$ cat src/rtl/mult_div_unit.sv
// mult_div_unit: iterative 32-bit multiply/divide unit with architectural HI/LO.
//
// MULT/MULTU use shift-add and DIV/DIVU use restoring shift-subtract. Each takes
// 32 iterations on operand magnitudes, and a sign fixup is applied on the final edge.
//
// Optional feature: define MD_DIV_ZERO_DETECT_EN to add the md_div_zero output.
// With it, a divide by zero skips the iteration loop and leaves HI/LO untouched.
module mult_div_unit (
  input  logic        clk,
  input  logic        rst,
  input  logic        md_start,
  input  logic [1:0]  md_op,
  input  logic [31:0] md_op_x,
  input  logic [31:0] md_op_y,
  input  logic        md_flush,
  input  logic        hi_we,
  input  logic        lo_we,
  input  logic [31:0] md_wdata,
  output logic        md_busy,
  output logic        md_done,
`ifdef MD_DIV_ZERO_DETECT_EN
  output logic        md_div_zero,
`endif
  output logic [31:0] hi,
  output logic [31:0] lo
);

  typedef enum logic [1:0] {
    ST_IDLE = 2'd0,
    ST_RUN  = 2'd1,
    ST_DONE = 2'd2
  } state_t;

  state_t      state_q;
  logic [4:0]  cnt_q;
  logic [63:0] acc_q;      // mult: {partial product, multiplier}; div: {remainder, quotient}
  logic [31:0] opnd_q;     // mult: multiplicand magnitude; div: divisor magnitude
  logic        is_div_q;
  logic        sgn_x_q;
  logic        sgn_y_q;
  logic [31:0] hi_q;
  logic [31:0] lo_q;
  logic        busy_q;
  logic        done_q;
`ifdef MD_DIV_ZERO_DETECT_EN
  logic        dz_q;
`endif

  logic        op_signed_s;
  logic        op_div_s;
  logic        x_neg_s;
  logic        y_neg_s;
  logic [31:0] x_mag_s;
  logic [31:0] y_mag_s;
  logic        start_ok_s;
  logic [32:0] mul_sum_s;
  logic [32:0] rem_sh_s;
  logic [33:0] div_diff_s;
  logic [63:0] acc_step_s;
  logic [63:0] prod_neg_s;
  logic [31:0] quo_neg_s;
  logic [31:0] rem_neg_s;
  logic [31:0] res_hi_s;
  logic [31:0] res_lo_s;

  // Decode the launch request: op flavour, operand signs and magnitudes.
  always_comb begin
    op_signed_s = ~md_op[0];
    op_div_s    = md_op[1];
    x_neg_s     = op_signed_s & md_op_x[31];
    y_neg_s     = op_signed_s & md_op_y[31];
    if (x_neg_s) begin
      x_mag_s = 32'd0 - md_op_x;
    end else begin
      x_mag_s = md_op_x;
    end
    if (y_neg_s) begin
      y_mag_s = 32'd0 - md_op_y;
    end else begin
      y_mag_s = md_op_y;
    end
    // Flush wins over a same-cycle start.
    start_ok_s = (state_q == ST_IDLE) & md_start & ~md_flush;
  end

  // One iteration: shift-add for multiply, restoring shift-subtract for divide.
  always_comb begin
    mul_sum_s  = {1'b0, acc_q[63:32]};
    rem_sh_s   = {acc_q[63:32], acc_q[31]};
    div_diff_s = {1'b0, rem_sh_s} - {2'b00, opnd_q};
    acc_step_s = acc_q;
    if (is_div_q) begin
      // A negative trial difference means the divisor did not fit: keep the shifted remainder.
      if (div_diff_s[33]) begin
        acc_step_s = {rem_sh_s[31:0], acc_q[30:0], 1'b0};
      end else begin
        acc_step_s = {div_diff_s[31:0], acc_q[30:0], 1'b1};
      end
    end else begin
      if (acc_q[0]) begin
        mul_sum_s = {1'b0, acc_q[63:32]} + {1'b0, opnd_q};
      end else begin
        mul_sum_s = {1'b0, acc_q[63:32]};
      end
      acc_step_s = {mul_sum_s, acc_q[31:1]};
    end
  end

  // Sign fixup of the final iteration's result before it is written to HI/LO.
  always_comb begin
    prod_neg_s = 64'd0 - acc_step_s;
    quo_neg_s  = 32'd0 - acc_step_s[31:0];
    rem_neg_s  = 32'd0 - acc_step_s[63:32];
    if (is_div_q) begin
      if (sgn_x_q ^ sgn_y_q) begin
        res_lo_s = quo_neg_s;
      end else begin
        res_lo_s = acc_step_s[31:0];
      end
      // The remainder takes the sign of the dividend.
      if (sgn_x_q) begin
        res_hi_s = rem_neg_s;
      end else begin
        res_hi_s = acc_step_s[63:32];
      end
    end else begin
      if (sgn_x_q ^ sgn_y_q) begin
        res_hi_s = prod_neg_s[63:32];
        res_lo_s = prod_neg_s[31:0];
      end else begin
        res_hi_s = acc_step_s[63:32];
        res_lo_s = acc_step_s[31:0];
      end
    end
  end

  // Control FSM, iteration datapath and HI/LO registers with registered status outputs.
  always_ff @(posedge clk or posedge rst) begin
    if (rst) begin
      state_q  <= ST_IDLE;
      cnt_q    <= 5'd0;
      acc_q    <= 64'd0;
      opnd_q   <= 32'd0;
      is_div_q <= 1'b0;
      sgn_x_q  <= 1'b0;
      sgn_y_q  <= 1'b0;
      hi_q     <= 32'd0;
      lo_q     <= 32'd0;
      busy_q   <= 1'b0;
      done_q   <= 1'b0;
`ifdef MD_DIV_ZERO_DETECT_EN
      dz_q     <= 1'b0;
`endif
    end else begin
      case (state_q)
        ST_IDLE: begin
          done_q <= 1'b0;
          // MTHI/MTLO land even when a start is accepted; completion overwrites later.
          if (hi_we) begin
            hi_q <= md_wdata;
          end
          if (lo_we) begin
            lo_q <= md_wdata;
          end
          if (start_ok_s) begin
            cnt_q    <= 5'd0;
            is_div_q <= op_div_s;
            sgn_x_q  <= x_neg_s;
            sgn_y_q  <= y_neg_s;
            if (op_div_s) begin
              acc_q  <= {32'd0, x_mag_s};
              opnd_q <= y_mag_s;
            end else begin
              acc_q  <= {32'd0, y_mag_s};
              opnd_q <= x_mag_s;
            end
`ifdef MD_DIV_ZERO_DETECT_EN
            dz_q <= 1'b0;
            if (op_div_s && (md_op_y == 32'd0)) begin
              dz_q    <= 1'b1;
              done_q  <= 1'b1;
              busy_q  <= 1'b0;
              state_q <= ST_DONE;
            end else begin
              busy_q  <= 1'b1;
              state_q <= ST_RUN;
            end
`else
            busy_q  <= 1'b1;
            state_q <= ST_RUN;
`endif
          end
        end
        ST_RUN: begin
          // HI/LO writes are ignored for the whole RUN state, including the completion edge.
          if (md_flush) begin
            state_q <= ST_IDLE;
            busy_q  <= 1'b0;
            cnt_q   <= 5'd0;
          end else begin
            acc_q <= acc_step_s;
            if (cnt_q == 5'd31) begin
              hi_q    <= res_hi_s;
              lo_q    <= res_lo_s;
              cnt_q   <= 5'd0;
              busy_q  <= 1'b0;
              done_q  <= 1'b1;
              state_q <= ST_DONE;
            end else begin
              cnt_q <= cnt_q + 5'd1;
            end
          end
        end
        ST_DONE: begin
          // A start here is ignored; decode must wait for IDLE.
          done_q  <= 1'b0;
          state_q <= ST_IDLE;
          if (hi_we) begin
            hi_q <= md_wdata;
          end
          if (lo_we) begin
            lo_q <= md_wdata;
          end
        end
        default: begin
          state_q <= ST_IDLE;
          busy_q  <= 1'b0;
          done_q  <= 1'b0;
          cnt_q   <= 5'd0;
        end
      endcase
    end
  end

  assign md_busy = busy_q;
  assign md_done = done_q;
  assign hi      = hi_q;
  assign lo      = lo_q;
`ifdef MD_DIV_ZERO_DETECT_EN
  assign md_div_zero = dz_q;
`endif

endmodule

$ cat config.mk
export PLATFORM = sky130hd
export DESIGN_NAME = mult_div_unit
export DESIGN_NICKNAME = d
export VERILOG_FILES = /design/src/rtl/mult_div_unit.sv
export SDC_FILE = /design/constraint.sdc
export NUM_CORES = 1
export LEC_CHECK = 0
export BUFFER_PORTS_ARGS = -buffer_cell sky130_fd_sc_hd__buf_4
export CAP_MARGIN = 20
export CORE_MARGIN = 2
export CORE_UTILIZATION = 55
export DETAILED_ROUTE_END_ITERATION = 10
export GPL_TIMING_DRIVEN = 0
export HOLD_SLACK_MARGIN = 0.03
export PLACE_DENSITY = 0.84
export RECOVER_POWER = 100
export SLEW_MARGIN = 20
export SYNTH_ARGS = -nofsm -noshare
export SYNTH_HDL_FRONTEND = slang
export SYNTH_SLANG_ARGS = --single-unit
$ cat constraint.sdc
create_clock -name clk -period 5.7 [get_ports clk]
set_input_delay 0.855 -clock clk [delete_from_list [all_inputs] [get_ports clk]]
set_output_delay 0.855 -clock clk [all_outputs]
set_load 0.01 [all_outputs]
# == After elaboration in Yosys (flattened, before gate mapping) ==
# Index checks and enable logic that the tools add are counted.
# W data, S select, Z words.
# word_totals
ff_bits,172
input_bits,104
elab_cells,87
# op_classes
addsub,8
n_eq_ne,9
muxes,39
n_bitwise,8
n_reduce_logical,12
# op_table
operator,count
$mux W32,16
$mux W64,4
$pmux W32 S2,2
$pmux W64 S2,1
$sub A1 B32 Y32 const A,4
$sub A1 B64 Y64 const A,1
$sub A33 B32 Y34,1
$add A32 B32 Y33,1
$mux W33,1
$mux W5,3
$pmux W5 S3,1
$reduce_and A2 Y1,4
$reduce_and A4 Y1,2
$mux W1,6
$mux W2,3
$ne A2 B2 Y1 const B,3
$reduce_and A3 Y1,2
$add A5 B1 Y5 const B,1
$eq A5 B5 Y1 const B,1
$and A1 B1 Y1,4
$ne A2 B1 Y1 const B,2
$pmux W2 S2,1
$reduce_bool A2 Y1,2
$ne A3 B3 Y1 const B,1
other kinds (7),9

# == Longest topological paths before layout ==
# Gate-level depths: netlist of run 1.
# depth
word_depth,9
mapped_depth,22
depth_no_buf,20

# == Worst setup path before layout of run 1 ==
# No wires, ideal clock.
# synth_path
path_kind,register to register
startpoint,reg acc_q[57]
endpoint,reg hi_q[18] (netlist: hi[18])
setup_time_ns,0.122
arrival_ns,4.423
required_ns,5.578
setup_slack_ns,1.154
stages_incl_launch_ff,21
path_buffers,1
synth_period_minus_slack_ns,4.546
path_cell_list,dfrtp_1 -> ha_1 -> a21oi_1 -> o21ai_1 -> a2111oi_0 -> a21boi_2 -> buf_2 -> a31o_2 -> ha_1 -> o211ai_1 -> nor4_1 -> nand2_1 -> nor2_1 -> nand3_1 -> nor2_1 -> a41oi_1 -> a31oi_1 -> o21ai_0 -> xor2_1 -> nand2_1 -> a21oi_1
# synth_between
elab_chain_cells,9
word_cells_on_any_way,11
cone_classes,add/sub: 3; mux: 8
# synth_rtl
element,line,text
start: declaration,36,logic [63:0] acc_q;
start signal: assignment,171,"acc_q <= {32'd0, x_mag_s};"
start signal: assignment,174,"acc_q <= {32'd0, y_mag_s};"
start signal: assignment,201,acc_q <= acc_step_s;
$sub A33 B32 Y34 (*),90,"div_diff_s = {1'b0, rem_sh_s} - {2'b00, opnd_q};"
$mux W64 (*),94,if (div_diff_s[33]) begin
$mux W64 (*),92,if (is_div_q) begin
$sub A1 B64 Y64 / $sub A1 B32 Y32 (equally long branches),"111, 113",
$mux W32 (on tied branches),"127, 121",
$mux W32 (*),114,if (is_div_q) begin
$mux W32 (*),202,if (cnt_q == 5'd31) begin
$mux W32 (*),196,if (md_flush) begin
$pmux W32 S2 (*),155,case (state_q)
end signal: assignment,160,hi_q <= md_wdata;
end signal: assignment,203,hi_q <= res_hi_s;
end signal: assignment,219,hi_q <= md_wdata;
end: declaration,41,logic [31:0] hi_q;
# Mark *: on every way between the ends. The rest lies on a longest branch, timed or not. The select of a mux whose other input is x is not followed.
# A chain may end at the register's enable or synchronous reset.

# == Worst setup path in the final report of run 1 ==
# layout_path
startpoint,reg acc_q[35]
endpoint,reg hi_q[29] (netlist: hi[29])
# layout_between
elab_chain_cells,9
word_cells_on_any_way,13
cone_classes,add/sub: 4; mux: 9
# layout_rtl
element,line
$sub A33 B32 Y34 / $add A32 B32 Y33 (equally long branches),"90, 101"
$mux W64 / $mux W33 (equally long branches),"94, 100"
$mux W64 (*),92
$sub A1 B64 Y64 / $sub A1 B32 Y32 (equally long branches),"111, 113"
$mux W32 (on tied branches),"127, 121"
$mux W32 (*),114
$mux W32 (*),202
$mux W32 (*),196
$pmux W32 S2 (*),155
# Marked as above.

==> impl_metrics.toml, run 1 <==
[clock_network]
cts-root-buf = "clkbuf_16"
cts_buffers = 17
clk_latency_ns = 0.46
clk_path_buf_depth = 2
cts_tree = "yes"
cts.sink_count = 172
clk_pin_slew_ns = 0.08
cts_max_level = 4

[cells_and_area]
layout_commonest_cell = "nand2_1"
area_growth_syn_to_layout_pct = 12.8
layout-drive-gt1-share_pct = 8.44
fin_nets = 2473
final_util_pct = 63.1
fin_cells = 2694
fin_area_um2 = 18100
antennaDiodeCount = 0
final_cell_mix = "nand2_1 (246), a21oi_1 (240), nor2_1 (222), o21ai_0 (187), dfrtp_1 (172)"

[routing]
dr.pass1.iters = 6
vias_per_cell = 6.75
drc = 0
antenna_left = 0
post_drt_wl_per_cell_um = 25.2
drt-initial-drc-count = 2442
num_vias = 18173
wl_um = 67800

[sta]
worstMarginPinSlew_ns = 3.87
setup_ws_ns = -0.131
hold_slack_ns = 0.483
hold_viol = 0
timing.fmax_mhz = 171
layout_min_cycle_time_ns = 5.83
rsz0062_at_grt = "false"
period_share_pct = 102
final_max_slew_viol_count = 84
relSlewSlack_pct = -159
setup_viol = 2
fin_skew_ns = 0.0144

[pwr]
leakage_uw = 0.00762
vdd_ir_drop_max_uv = 305
powerDensity_nw_per_um2 = 551

[outcome]
status = "finished, violations left"
violations = "capacitance limit, slew limit, setup timing"

[worst_setup_path]
cp.required_ns = 6.02
worst_setup_path_end_kind = "flip-flop"
reg2reg_setup_slack_ns = -0.13
critPathMaxFanout = 8
path_common_cell = "a21o_1"
max_stage_delay_ns = 1.19
start_kind = "flip-flop"
path_class = "flip-flop to flip-flop"
path_cells = "ha_1 > a21o_1 > a31oi_4 > a2111oi_4 > o311ai_4 > clkbuf_1 > nand2_1 > a311oi_1 > nor3_2 > nand4b_4 > nor2_1 > a21oi_1 > a21o_1 > xor2_1 > o21ai_1"
critical_path_buf_inv_count = 1
crit_family = "compound AO/OA/AOI/OAI gates"
cp_slowest_cell = "a311oi_1"
worstPathArrival_ns = 6.15

[floorplanning]
die_area_um2 = 30600
start_util_pct = 55.9
core-area_um2 = 28700
rows = 62
die_w_um = 175
io_pins = 170
die_y_um = 175

[synthesis]
mappedNetlistArea_um2 = 16000
synth_seq_cells = 172
async_flop_share_pct = 100
synth_nets = 2282
seq_area_frac_synth_pct = 26.8
yosysWarnings = 0
synth.distinct_cells = 107
synth_ff_type = "dfrtp_1"
synth-edff-count = 0
syn_area_per_cell_um2 = 7.62
synthCells = 2106

[grt]
grt_pass1_wl_um = 101000
grt-ovfl-total = 0
antenna_found_initial = 3
grt_max_degree = 90
grtUsageTotal_pct = 43.4
grt_pass1_vias = 17072

[job]
max_cap_violations = 1

[placement]
dp_hpwl_um = 54300
dpl_cell_area_um2 = 17800
place_inst = 2660
io_buffers = 169
preCtsSetupSlack_ns = -0.892
place_congestion = 1.01

[hold_path]
hold_class = "flip-flop to flip-flop"
==> flip-flops by register name, summed over array words and instances (netlist names) <==
signal	count
lo	32
acc_q	64
md_busy	1
sgn_y_q	1
state_q	2
is_div_q	1
sgn_x_q	1
opnd_q	32
cnt_q	5
md_done	1
hi	32
==> cell type report <==
class / instances / area [um^2]
inverter: 73 / 275
timing repair buffer: 172 / 1040
clock inverter: 15 / 174
buffer: 118 / 482
clock buffer: 17 / 425
sequential: 172 / 4300
fill: 2664 / 10600
tap: 384 / 480
multi-input combinational: 1743 / 10900
==> stage by stage <==
| stage | total power, uW | setup TNS, ns |
|---|---|---|
| CTS | 9850 | 0 |
| floorplan | 6380 | 0 |
| finish | 9980 | -0.164 |
| global placement | 8480 | -312.39 |
| global route | 10400 | 0 |
| detailed placement | 8590 | -11.64 |
==> cell families (layout without fill, tap and decap cells) <==
group           Yosys count  count (layout)  share of synthesized area [%]
fa+ha+maj                72              72                           5.71
simple gates            731             731                           21.8
flops                   172             172                           26.8
xor+xnor                147             147                           8.02
compound gates          735             735                           29.3
buf+inv                 191             395                           4.72
mux                      58              58                           3.63
==> cell usage after synthesis (all sizes together) (8+ instances only) <==
cell / n / area, um^2
nand2b: 11 / 68.8
and4: 8 / 72.6
xnor2: 89 / 780
clkbuf: 91 / 342
or2: 10 / 62.6
and3: 14 / 87.6
buf: 27 / 141
xor2: 58 / 508
a21oi: 242 / 1220
o22ai: 9 / 56.3
nor3b: 8 / 60.1
nand3: 34 / 180
o221ai: 17 / 155
inv: 70 / 263
o211ai: 25 / 193
or3: 22 / 138
mux2i: 57 / 571
a31oi: 40 / 256
nand2: 248 / 938
nand4: 20 / 125
nor2: 224 / 843
o31ai: 15 / 113
a211oi: 24 / 203
o21ai: 198 / 991
nor2b: 29 / 181
ha: 70 / 876
nor3: 55 / 329
o21a: 21 / 158
a22o: 18 / 158
a21o: 35 / 263
dfrtp: 172 / 4300
nor4: 14 / 109
and2: 14 / 88.8
==> layer usage <==
layer  GRT usage (%)  wire length, um  part of all wire [%]
met1            55.9            26100                    38
met2            68.3            30000                    44
met3            10.4             7870                    12
met4            21.3             3820                   5.6
met5               0               24                 0.035
==> report_power, final <==
part / switching [uW] / internal, uW
Combinational: 4430 / 2300
Sequential: 476 / 1570
Clock: 620 / 592
==> timing repair <==
| action | CTS | global route |
|---|---|---|
| pin swaps | 1 | 0 |
| hold buffers | 0 | 0 |
| cloned | 0 | 0 |
| endpoints found under the setup margin | 20 | 11 |
| setup buffers | 2 | 0 |
| resized for setup | 5 | 5 |
==> path summary, 6_finish.rpt <==
| check | start | end | cells after the start |
|---|---|---|---|
| hold reg to reg | cnt_q[3] | cnt_q[3] | 1 |
| hold / removal | cnt_q[3] | cnt_q[3] | 1 |
| setup reg to reg | acc_q[35] | hi[29] | 15 |
| max in group asynchronous | rst | hi[11] | 2 |
| min in group asynchronous | rst | cnt_q[0] | 2 |
| setup / recovery | acc_q[35] | hi[29] | 15 |
(Power assumes the default switching activity.)
==> run 2, diff against run 1 <==
--- a/config.mk
+++ b/config.mk
@@ -12,8 +12,8 @@
 export DETAILED_ROUTE_END_ITERATION = 10
 export GPL_TIMING_DRIVEN = 0
 export HOLD_SLACK_MARGIN = 0.03
-export PLACE_DENSITY = 0.84
-export RECOVER_POWER = 100
+export PLACE_DENSITY = 0.81
+export RECOVER_POWER = 25
 export SLEW_MARGIN = 20
 export SYNTH_ARGS = -nofsm -noshare
 export SYNTH_HDL_FRONTEND = slang
==> constraint.sdc (replaced) <==
create_clock -name clk -period 6.2 [get_ports clk]
set_input_delay 0.93 -clock clk [delete_from_list [all_inputs] [get_ports clk]]
set_output_delay 0.93 -clock clk [all_outputs]
set_load 0.01 [all_outputs]
==> run 2 against run 1 <==
  * The flow finishes with violations (capacitance limit, slew limit)
  * Sequential cell count unchanged
  * Total power decreased by 6.5%
  * First-iteration DRC count decreased by 6.9%
==> impl_metrics.toml, run 2 (same netlist as run 1, synthesis figures left out) <==
[floorplanning]
die_y_um = 175
start_util_pct = 55.9
die_area_um2 = 30600
core-area_um2 = 28700
die_w_um = 175
rows = 62
io_pins = 170

[routing]
num_vias = 17985
antenna_left = 0
drc = 0
dr.pass1.iters = 7
vias_per_cell = 6.68
wl_um = 66200
post_drt_wl_per_cell_um = 24.6
drt-initial-drc-count = 2273

[clock_network]
clk_latency_ns = 0.46
clk_pin_slew_ns = 0.07
cts-root-buf = "clkbuf_16"
clk_path_buf_depth = 2
cts_tree = "yes"
cts_max_level = 4
cts.sink_count = 172
cts_buffers = 17

[hold_path]
hold_class = "flip-flop to flip-flop"
min_from = "cnt_q[3]"
min_path_cells = 1
whs_endpoint = "cnt_q[3]"

[sta]
worstMarginPinSlew_ns = 3.69
layout_min_cycle_time_ns = 5.87
hold_viol = 0
setup_viol = 0
rsz0062_at_grt = "false"
relSlewSlack_pct = -146
timing.fmax_mhz = 170
fin_skew_ns = 0.0127
final_max_slew_viol_count = 94
hold_slack_ns = 0.469
period_share_pct = 94.6

[pwr]
seqPwrFrac_pct = 20.1
p_comb_share_pct = 67.7
internal_power_uw = 4290
p_sw_share_pct = 54.0
clkPwrFrac_pct = 12.2
powerDensity_nw_per_um2 = 504
vdd_ir_drop_max_uv = 319
leakage_uw = 0.00793
switchingPower_uw = 5030

[placement]
dpl_cell_area_um2 = 17800
io_buffers = 169
place_inst = 2660
place_congestion = 1.04
dp_hpwl_um = 53100

[worst_setup_path]
worstPathArrival_ns = 6.25
path_cells = "inv_1 > ha_1 > a21o_1 > a31oi_4 > a2111oi_4 > o311ai_4 > buf_6 > a31o_2 > ha_1 > o211ai_1 > nor4_4 > nand2_1 > nor2_1 > nand3_1 > nor2_2 > a41oi_1 > a31oi_2 > o21ai_0 > xor2_1 > nand2_1 > a21oi_1"
crit_path_start = "opnd_q[4]"
cp.required_ns = 6.58
r2r_cells = 21
cp_slowest_cell = "dfrtp_1"
max_stage_delay_ns = 0.49
worst_setup_path_end_kind = "flip-flop"
rr_endpoint = "hi[18]"
critPathMaxFanout = 10
path_class = "flip-flop to flip-flop"
r2r_start = "opnd_q[4]"
start_kind = "flip-flop"
reg2reg_setup_slack_ns = 0.33

[cells_and_area]
fin_nets = 2473
regArea_um2 = 4300
nFillCells = 2596
largest_register = "acc_q"
area_growth_syn_to_layout_pct = 15.3
fin_cells = 2694
final_cell_mix = "nand2_1 (245), a21oi_1 (239), nor2_1 (222), o21ai_0 (185), buf_4 (173)"
fin_area_um2 = 18500
layout_commonest_cell = "nand2_1"
layout-drive-gt1-share_pct = 12.2
largest_register_ffs = 64
multi_input_area_um2 = 11000

[grt]
grt_max_degree = 95
grt_pass1_wl_um = 99300
grt_pass1_vias = 16636
grt-ovfl-total = 0
antenna_found_initial = 1
grtUsageTotal_pct = 42.7

[outcome]
status = "finished, violations left"
violations = "capacitance limit, slew limit"

[job]
max_cap_violations = 1
==> run 2: worst max path at each step <==
stage | to | slack, ns | cells past startpoint
5_1_grt | hi[18] | 0.08 | 21
3_5_place_dp | hi[18] | -0.42 | 20
2_1_floorplan | acc_q[0] | 0.61 | 1
6_report | hi[18] | 0.33 | 21
4_1_cts | hi[18] | 0.10 | 21
3_3_place_gp | opnd_q[15] | -1.28 | 2
==> run 2: cell type report <==
class | instances | area share [%]
diodes | 1 | 0.0135
plain buffers | 118 | 2.61
clock buffers | 18 | 2.37
clock inverters | 13 | 0.846
inverters | 73 | 1.48
multi-input cells | 1743 | 59.7
flip-flops and latches | 172 | 23.3
well taps | 384 | 2.60
repair buffers | 172 | 7.09
==> run 2: routing by layer <==
metal,up-vias,track usage (%),wire [um]
met5,-,0,0
met4,0,21.3,3650
met3,221,9.90,7160
met2,1174,65.4,29100
met1,8552,56.5,26300
li1,8038,-,-
==> run 2: stage by stage <==
step	worst slack [ns]	total power [uW]	setup TNS (ns)	util (%)
floorplan	0.610	5860	0	-
global placement	-1.28	7780	-219.09	62.0
detailed placement	-0.419	7870	-2.45	62.1
CTS	0.103	9050	0	64.3
global route	0.0844	9760	0	64.4
finish	0.334	9330	0	64.4
==> run 2: what timing repair did <==
item,in CTS,in global routing
pin swaps,1,0
setup buffers,2,0
endpoints found under the setup margin,16,9
resized for setup,2,7
hold buffers,0,0
==> run 2: power by group through the flow <==
stage	clock [uW]	sequential [uW]	combinational, uW
3_3_place_gp	0	1860	5920
6_report	1140	1880	6310
5_1_grt	1170	1890	6700
3_5_place_dp	0	1870	6000
2_1_floorplan	0	1760	4110
4_1_cts	1130	1850	6070
==> run 2: worst max-delay path, delay by kind of cell, from the launching register on <==
| kind | cells | cell delay [ns] |
|---|---|---|
| XOR/XNOR | 1 | 0.24 |
| buffers and inverters | 2 | 0.33 |
| adder cells (fa/ha/maj) | 2 | 0.67 |
| AND/OR/NAND/NOR | 6 | 1.46 |
| flip-flops | 1 | 0.49 |
| AO/OA/AOI/OAI | 10 | 2.57 |
